**src/rtl/sequencer_ms_pkg.sv**
```systemverilog
// sequencer_ms shared types.
// State and error-cause encodings plus a width helper.
package sequencer_ms_pkg;

   typedef enum logic [2:0] {
      SRST,
      SREAD,
      SLOAD,
      SCALC,
      SWRITE,
      SPAUSE,
      SFINISH,
      SERR
   } seq_state_t;

   typedef enum logic [1:0] {
      EC_NONE,
      EC_EXT,
      EC_TIMEOUT,
      EC_ABORT
   } err_cause_t;

   function automatic int clog2_min1(input int n);
      return (n > 1) ? $clog2(n) : 1;
   endfunction

endpackage

```
**src/rtl/sequencer_ms_if.sv**
```systemverilog
// sequencer_ms control/status bundle.
// master drives control, slave (the sequencer) drives status.
interface sequencer_ms_if
   import sequencer_ms_pkg::*;
#(
   parameter int NUM_LOADS = 2,
   parameter int CNT_W     = 16
);
   localparam int LIDX_W = clog2_min1(NUM_LOADS);

   logic              start;
   logic              nxt_line;
   logic              finish;
   logic              err;
   logic              abort;
   logic              step_mode;
   logic              step;
   seq_state_t        q;
   logic [LIDX_W-1:0] load_idx;
   logic [CNT_W-1:0]  instr_count;
   err_cause_t        err_cause;
   logic              busy;

   modport slave (
      input  start, nxt_line, finish, err,
      input  abort, step_mode, step,
      output q, load_idx, instr_count,
      output err_cause, busy
   );

   modport master (
      output start, nxt_line, finish, err,
      output abort, step_mode, step,
      input  q, load_idx, instr_count,
      input  err_cause, busy
   );

endinterface

```
**src/rtl/sequencer_ms_watchdog.sv**
```systemverilog
// SCALC watchdog counter.
// expired flags the last allowed calc cycle; 0 limit disables it.
module sequencer_ms_watchdog
   import sequencer_ms_pkg::*;
#(
   parameter int MAX_CALC_CYCLES = 64
) (
   input  logic clk,
   input  logic rst,
   input  logic clr,
   input  logic en,
   output logic expired
);
   localparam int CW  = clog2_min1(MAX_CALC_CYCLES + 1);
   localparam int LIM = (MAX_CALC_CYCLES > 0) ?
                        MAX_CALC_CYCLES - 1 : 0;

   logic [CW-1:0] cnt;

   // count calc cycles; parked at the limit so it never wraps
   always_ff @(posedge clk) begin
      if (rst || clr)
         cnt <= '0;
      else if (en && !expired)
         cnt <= cnt + 1'b1;
   end

   assign expired = (MAX_CALC_CYCLES > 0) &&
                    (cnt == CW'(LIM));

endmodule

```
**src/rtl/sequencer_ms.sv**
```systemverilog
// Multi-stage CPU control sequencer.
// FSM, load index, retired counter and sticky error cause.
module sequencer_ms
   import sequencer_ms_pkg::*;
#(
   parameter int NUM_LOADS       = 2,
   parameter int MAX_CALC_CYCLES = 64,
   parameter int CNT_W           = 16
) (
   input logic           clk,
   input logic           rst,
   sequencer_ms_if.slave bus
);
   localparam int LIDX_W = clog2_min1(NUM_LOADS);
   localparam logic [LIDX_W-1:0] LAST =
      LIDX_W'(NUM_LOADS - 1);

   seq_state_t        q, q_n;
   logic [LIDX_W-1:0] lidx, lidx_n;
   logic [CNT_W-1:0]  cnt, cnt_n;
   err_cause_t        cause, cause_n;
   logic              in_calc;
   logic              expired;

   assign in_calc = (q == SCALC);

   sequencer_ms_watchdog #(
      .MAX_CALC_CYCLES(MAX_CALC_CYCLES)
   ) u_wd (
      .clk    (clk),
      .rst    (rst),
      .clr    (!in_calc),
      .en     (in_calc),
      .expired(expired)
   );

   // state and bookkeeping registers
   always_ff @(posedge clk) begin
      if (rst) begin
         q     <= SRST;
         lidx  <= '0;
         cnt   <= '0;
         cause <= EC_NONE;
      end else begin
         q     <= q_n;
         lidx  <= lidx_n;
         cnt   <= cnt_n;
         cause <= cause_n;
      end
   end

   // next state: err > abort > watchdog > normal flow
   always_comb begin
      q_n     = q;
      lidx_n  = lidx;
      cnt_n   = cnt;
      cause_n = cause;
      if (q != SERR && (bus.err || bus.abort)) begin
         q_n     = SERR;
         cause_n = bus.err ? EC_EXT : EC_ABORT;
      end else begin
         unique case (q)
            SRST: begin
               if (bus.start) q_n = SREAD;
            end
            SREAD: begin
               q_n    = SLOAD;
               lidx_n = '0;
            end
            SLOAD: begin
               if (lidx != LAST) begin
                  lidx_n = lidx + 1'b1;
               end else begin
                  q_n    = SCALC;
                  lidx_n = '0;
               end
            end
            SCALC: begin
               if (bus.finish) begin
                  q_n = SFINISH;
               end else if (bus.nxt_line) begin
                  q_n = SWRITE;
               end else if (expired) begin
                  q_n     = SERR;
                  cause_n = EC_TIMEOUT;
               end
            end
            SWRITE: begin
               if (cnt != '1) cnt_n = cnt + 1'b1;
               q_n = bus.step_mode ? SPAUSE : SREAD;
            end
            SPAUSE: begin
               if (bus.step || !bus.step_mode)
                  q_n = SREAD;
            end
            SFINISH: begin
               if (bus.start) begin
                  q_n   = SREAD;
                  cnt_n = '0;
               end
            end
            SERR: begin
               q_n = SERR;
            end
         endcase
      end
   end

   assign bus.q           = q;
   assign bus.load_idx    = lidx;
   assign bus.instr_count = cnt;
   assign bus.err_cause   = cause;
   assign bus.busy        = (q == SREAD)  ||
                            (q == SLOAD)  ||
                            (q == SCALC)  ||
                            (q == SWRITE) ||
                            (q == SPAUSE);

endmodule

```
**src/flat_wrapper.sv**
```systemverilog
// flat-port wrapper written by rule: the top's interface ports become plain ports
module sequencer_ms_flat import sequencer_ms_pkg::*;
#(
   parameter int NUM_LOADS       = 2,
   parameter int MAX_CALC_CYCLES = 64,
   parameter int CNT_W           = 16
)
  (clk, rst, bus_start, bus_nxt_line, bus_finish, bus_err, bus_abort, bus_step_mode, bus_step, bus_q, bus_load_idx, bus_instr_count, bus_err_cause, bus_busy);
  sequencer_ms_if #(.NUM_LOADS(NUM_LOADS), .CNT_W(CNT_W)) bus_i ();
  input logic clk;
  input logic rst;
  input wire logic [$bits(bus_i.start)-1:0] bus_start;
  input wire logic [$bits(bus_i.nxt_line)-1:0] bus_nxt_line;
  input wire logic [$bits(bus_i.finish)-1:0] bus_finish;
  input wire logic [$bits(bus_i.err)-1:0] bus_err;
  input wire logic [$bits(bus_i.abort)-1:0] bus_abort;
  input wire logic [$bits(bus_i.step_mode)-1:0] bus_step_mode;
  input wire logic [$bits(bus_i.step)-1:0] bus_step;
  output wire logic [$bits(bus_i.q)-1:0] bus_q;
  output wire logic [$bits(bus_i.load_idx)-1:0] bus_load_idx;
  output wire logic [$bits(bus_i.instr_count)-1:0] bus_instr_count;
  output wire logic [$bits(bus_i.err_cause)-1:0] bus_err_cause;
  output wire logic [$bits(bus_i.busy)-1:0] bus_busy;
  assign bus_i.start = bus_start;
  assign bus_i.nxt_line = bus_nxt_line;
  assign bus_i.finish = bus_finish;
  assign bus_i.err = bus_err;
  assign bus_i.abort = bus_abort;
  assign bus_i.step_mode = bus_step_mode;
  assign bus_i.step = bus_step;
  assign bus_q = bus_i.q;
  assign bus_load_idx = bus_i.load_idx;
  assign bus_instr_count = bus_i.instr_count;
  assign bus_err_cause = bus_i.err_cause;
  assign bus_busy = bus_i.busy;
  sequencer_ms #(.NUM_LOADS(NUM_LOADS), .MAX_CALC_CYCLES(MAX_CALC_CYCLES), .CNT_W(CNT_W)) u_core (.clk(clk), .rst(rst), .bus(bus_i));
endmodule
```
**config.mk**
```make
export PLATFORM = sky130hd
export DESIGN_NAME = sequencer_ms_flat
export DESIGN_NICKNAME = d
export VERILOG_FILES = /design/src/rtl/sequencer_ms_pkg.sv /design/src/rtl/sequencer_ms_if.sv /design/src/rtl/sequencer_ms_watchdog.sv /design/src/rtl/sequencer_ms.sv /design/src/flat_wrapper.sv
export SDC_FILE = /design/constraint.sdc
export NUM_CORES = 1
export LEC_CHECK = 0
export BUFFER_PORTS_ARGS = -buffer_cell sky130_fd_sc_hd__buf_4
export CAP_MARGIN = 30
export CORE_MARGIN = 2
export CORE_UTILIZATION = 40
export DETAILED_ROUTE_END_ITERATION = 7
export GPL_TIMING_DRIVEN = 0
export MAX_ROUTING_LAYER = met4
export PLACE_DENSITY = 0.6
export SETUP_SLACK_MARGIN = 0.15
export SLEW_MARGIN = 20
export SYNTH_ARGS = -nofsm -noshare
export SYNTH_HDL_FRONTEND = slang
export SYNTH_HIERARCHICAL = 1
export SYNTH_SLANG_ARGS = --single-unit
```
**constraint.sdc**
```tcl
create_clock -name clk -period 1.75 [get_ports clk]
set_input_delay 0 -clock clk [delete_from_list [all_inputs] [get_ports clk]]
set_output_delay 0 -clock clk [all_outputs]
set_load 0.01 [all_outputs]
```
Word-level counts from Yosys, hierarchy flattened

Index checks and enable logic that the tools add are counted.

Add/sub/neg operators: 3
Multipliers: 0
Divide/modulo/power cells: 0
$lt $le $gt $ge: 0
Equality and inequality tests: 18
Shift operators: 0
Multiplexer cells: 20
Bitwise gates (word level): 1
Reductions and logical operators: 22

Operator list:

| cell                                                                  | count |
|---|---|
| 16-bit 2-to-1 mux                                                     | 2 |
| 16-bit one-hot mux with 2 select lines                                | 1 |
| 3-bit 2-to-1 mux                                                      | 8 |
| 3-bit one-hot mux with 7 select lines                                 | 1 |
| 16-bit by 1-bit adder with 16-bit output, second input constant       | 1 |
| 16-bit != test, second input constant                                 | 1 |
| 3-bit equality test, second input constant                            | 4 |
| 2-bit 2-to-1 mux                                                      | 6 |
| 4-bit AND reduction                                                   | 3 |
| 3-bit by 1-bit != test with 1-bit output, second input constant       | 3 |
| 2-bit nonzero test                                                    | 4 |
| 7-bit by 1-bit adder with 7-bit output, second input constant         | 1 |
| 7-bit by 6-bit equality test with 1-bit output, second input constant | 1 |
| 1-bit logical OR                                                      | 7 |
| 3-bit by 2-bit equality test with 1-bit output, second input constant | 2 |
| 2-bit by 1-bit != test with 1-bit output, second input constant       | 3 |
| 5-bit != test, second input constant                                  | 1 |
| 3-bit by 1-bit equality test with 1-bit output, second input constant | 1 |
| 1-bit logical NOT                                                     | 3 |
| 3-bit logical NOT                                                     | 1 |
| 3-bit != test, second input constant                                  | 1 |
| 1-bit logical AND                                                     | 2 |
| 2-bit != test, second input constant                                  | 1 |
| 1-bit one-hot mux with 2 select lines                                 | 1 |
| 5 further kinds                                                       | 5 |

Bits in registers: 29
Latch bits: 0
Memory bits (writable): 0
Memory bits (read-only): 0
Input bits: 9
Memories: 0

Logic depth before layout (Yosys ltp)

Word-level depth: 6
Mapped depth: 9

By module

The synthesis kept the hierarchy.

By module, submodules not included:

| module                | times used | cells each | area an instance (µm²) | seq. area each (µm²) |
|---|---|---|---|---|
| sequencer_ms          | 1          | 171        | 1,327.5                | 440.4 |
| sequencer_ms_watchdog | 1          | 36         | 341.6                  | 140.1 |

Worst setup path after synthesis

No wires, ideal clock.

Path type: reg2reg
Start: register u_core.cnt[6], in the netlist u_core/bus.instr_count[6]
End: register u_core.cnt[9], in the netlist u_core/bus.instr_count[9]
Library setup time: 0.119 ns
Arrival: 1.687 ns
Data required time: 1.631 ns
Path slack: -0.056 ns
Cell stages (with the launch flop): 6
Buffers on the path: 0
Cell sequence: dfxtp_1 nand4_2 or4_4 o21ai_4 nor2_1 o221a_1

Word-level cells in the longest chain between the ends: 3
Elaborated cells between the ends (all ways): 6

RTL lines:

| what                                                                          | line               | RTL |
|---|---|---|
| start, declared                                                               | sequencer_ms.sv:20 | `logic [CNT_W-1:0] cnt, cnt_n;` |
| start signal, assigned                                                        | sequencer_ms.sv:47 | `cnt <= cnt_n;` |
| 16-bit by 1-bit adder with 16-bit output or 16-bit != test (tied branches)    | sequencer_ms.sv:89 | `if (cnt != '1) cnt_n = cnt + 1'b1;` |
| 16-bit 2-to-1 mux or 2-bit by 1-bit != test with 1-bit output (tied branches) | n/a                |  |
| 16-bit one-hot mux with 2 select lines or 4-bit AND reduction (tied branches) | n/a                |  |

Several ways; a longest one is shown, not always the timed one. The select of a mux whose other input is x is not followed.
A chain may end at the register's enable or synchronous reset.

Worst setup path after layout

Start: register u_core.cnt[1], in the netlist u_core/bus.instr_count[1]
End: register u_core.cnt[9], in the netlist u_core/bus.instr_count[9]

Same word-level chain as after synthesis.

==> results.md <==
* Final HPWL DP at 3.018 mm
* IO Port Bufs at 31
* Clock Latency Late Sink at 280 ps
* GPL Wtd Cong at 0.8286
* Worst path arrival time at 1970 ps
* Maximum vdd drop at 0.4411 mV
* Power Internal at 1.083 mW
* Critical Path RT at 1920 ps
* Async S/R FF share, synth at 0
* Top cell type by total area after synthesis: dfxtp_1
* Grt total ovfl at 0
* Nets at 280
* Setup WS post-layout at -48.40 ps
* CTS Buffer Depth at 2
* RSZ-0062 raised after global routing: yes
* Fin. Hold Viols at 0
* Crit share post-route at 1.028
* Critical path type: reg -> reg
* Syn Inst Count at 207
* Die Ht at 68.60 µm
* Clock Power Share at 0.393
* TritonCTS buffer count at 5
* Routed len/inst at 14.61 µm
* DR DRC count at 0
* Largest fanout on the critical path at 6
* Die W at 68.60 µm
* Commonest non-fill, non-tap cell in the layout: buf_4
* Fin crit period at 1798 ps
* Max-cap violations at 0
* Lkg Pwr at 0.9331 nW
* Achievable Freq at 0.5561 GHz
* Layout area overhead at 46.18%
* Sink Count at 29
* Slowest CP cell: or4_4
* H-tree depth at 2
* Slew HR at 0.7696
* First-pass GRT wire length at 7.300 mm
* Synthesized area at 0.001669 mm²
* Buf/Inv on CP at 0
* Hold Path Class: in -> reg
* Vias in the first global route at 1548
* Sequential area share after synthesis at 0.3478
* Via/cell ratio at 5.697
* Reg power frac at 0.465
* Commonest non-fill, non-tap cells in the layout: buf_4 (54), nand2_1 (22), nor2_1 (15)
* Synth warn at 6
* Failing checks: negative setup slack
* Slew Viols, Final at 0
* Post-Syn Nets at 218
* Logic pwr share at 0.141
* Final number of setup-violating endpoints at 5
* Row cnt at 23
* NetSw at 369.3 µW
* Pwr dens at 595.1 mW/mm²
* Pre-antenna DRT Iters at 5
* Worst path max stage delay at 580 ps
* Initial core utilization at 0.4173
* Synth Register Bits at 29
* Top-area cell type share of the netlist area at 0.3478
* Total power at 1.452 mW
* Synth cell types at 54
* EDFF count, synth at 0
* Root Driver: clkbuf_8
* Outcome: finished with violations
* CP Capture Type: flop
* Iter 0 DRT Violations at 112
* Layout cell share with drive strength beyond 1 at 0.4630
* Share of total power consumed by net switching at 0.2543
* Routed vias at 1823
* Routed Antenna Nets at 0
* Worst Max-Slew Pin Slew at 343.0 ps
* Top cells by area, synth: dfxtp_1 (35%), nand2_1 (5.4%), a21oi_1 (4.8%)
* Clk slew on worst S/H paths at 60 ps
* Setup TNS at -147.1 ps
* CP Launch Type: flop
* Crit-path cells: ha_4 -> nand3_2 -> or4_4 -> o21ai_4 -> nor2_1 -> o221a_1
* Skew final at 3.831 ps
* Die area at 0.004705 mm²
* Initial antenna violation count at 0
* Pin count of the biggest net entering global routing at 11
* Syn avg cell area at 8.063 µm²
* Total routed wirelength at 4.676 mm
* Core Area at 0.004000 mm²
* Top-Level Pins at 32
* CTS tree: done
* CP top delay family: simple AND/OR/NAND/NOR gates
* Post-synth top flop: dfxtp_1
* Total track usage at 0.2155
* # diodes at 0
## area by class of cell
type	instances	area, µm²
Sequential cell	29	623.1
Buffer	6	50.05
Tap cell	50	62.56
Timing Repair Buffer	55	422.9
Clock buffer	8	90.09
Multi-Input combinational cell	167	1170
Fill cell	371	1560
Inverter	5	21.27
## state kept, by name, indices dropped and copies added, names as in the netlist
| register | flops |
|---|---|
| u_core/bus.err_cause | 2 |
| u_core/u_wd/cnt | 7 |
| u_core/bus.instr_count | 16 |
| u_core/bus.q | 3 |
| u_core/bus.load_idx | 1 |
## power by group through the flow
stage                     Sequential [mW]  Clock, mW  Combinational [mW]
after global placement              0.697          0               0.167
after detailed placement            0.697          0               0.166
after global routing                0.677      0.623               0.223
final                               0.676      0.571               0.205
after CTS                           0.676      0.592               0.185
after floorplan                     0.699          0               0.101
## cells in the mapped netlist, drive strengths merged, types with 2 or more instances
cell type and count:
mux2i 4, nand2b 3, o311ai 2, or4 4, nor2 20, o211ai 4, nor3 8, clkbuf 4
a22oi 2, buf 2, nand3 11, and2 3, o21ai 11, nor3b 2, o31ai 5, ha 2
dfxtp 29, nand4 7, a31oi 9, a211oi 2, inv 4, nand2 24, and3 3, nor4bb 2
or2 3, a311oi 4, or3 3, a21oi 16
## logic make-up (layout without fill, tap and decap cells)
logic type,Yosys count,count (layout),synth area share
and+or+nand+nor,99,99,0.3238
buffers and inverters,11,74,0.03597
AOI/OAI and AO/OA,62,62,0.2534
DFF,29,29,0.3478
adders and majority gates,2,2,0.01499
muxes,4,4,0.02399
## final timing paths
kind,startpoint,to,slack (ps),cells past startpoint
min reg2reg,u_core/u_wd/cnt[6],u_core/u_wd/cnt[6],450,2
max reg2reg,u_core/bus.instr_count[1],u_core/bus.instr_count[9],-50,6
max,u_core/bus.instr_count[1],u_core/bus.instr_count[9],-50,6
min,rst,u_core/u_wd/cnt[6],30,4
## routing by layer
metal / up-vias / share of wire / global-route usage
met5: - / 0 / -
met4: 0 / 0.011 / 0.08250
met3: 7 / 0.063 / 0.05195
met2: 60 / 0.45 / 0.3125
met1: 845 / 0.48 / 0.2883
li1: 911 / - / -
## per-stage QoR
stage | utilization | area [µm²] | std cells | hold slack (ps) | setup slack (ps)
after global routing | 0.6099 | 2440 | 320 | 37.56 | -92.95
after floorplan | - | 1713 | 207 | 93.27 | 45.62
after CTS | 0.5680 | 2272 | 310 | 14.71 | -32.02
final | 0.6099 | 2440 | 320 | 29.20 | -48.40
after global placement | 0.5020 | 2008 | 288 | 211.9 | -91.48
after detailed placement | 0.5020 | 2008 | 288 | 215.0 | -88.53
## timing repair
action | 4_1_cts | 5_1_grt
hold buffers | 1 | 0
pin swaps | 12 | 11
gates cloned | 0 | 0
resized for setup | 27 | 30
hold endpoints to repair | 1 | 0
buffers inserted | 13 | 10
endpoints found under the setup margin | 23 | 23
## worst min-delay path: stages
cell and delay (ps):
buf_4 110, nor2_4 50, nand2_1 60, a31oi_1 30
No activity file was read; power rests on OpenSTA's default activity.
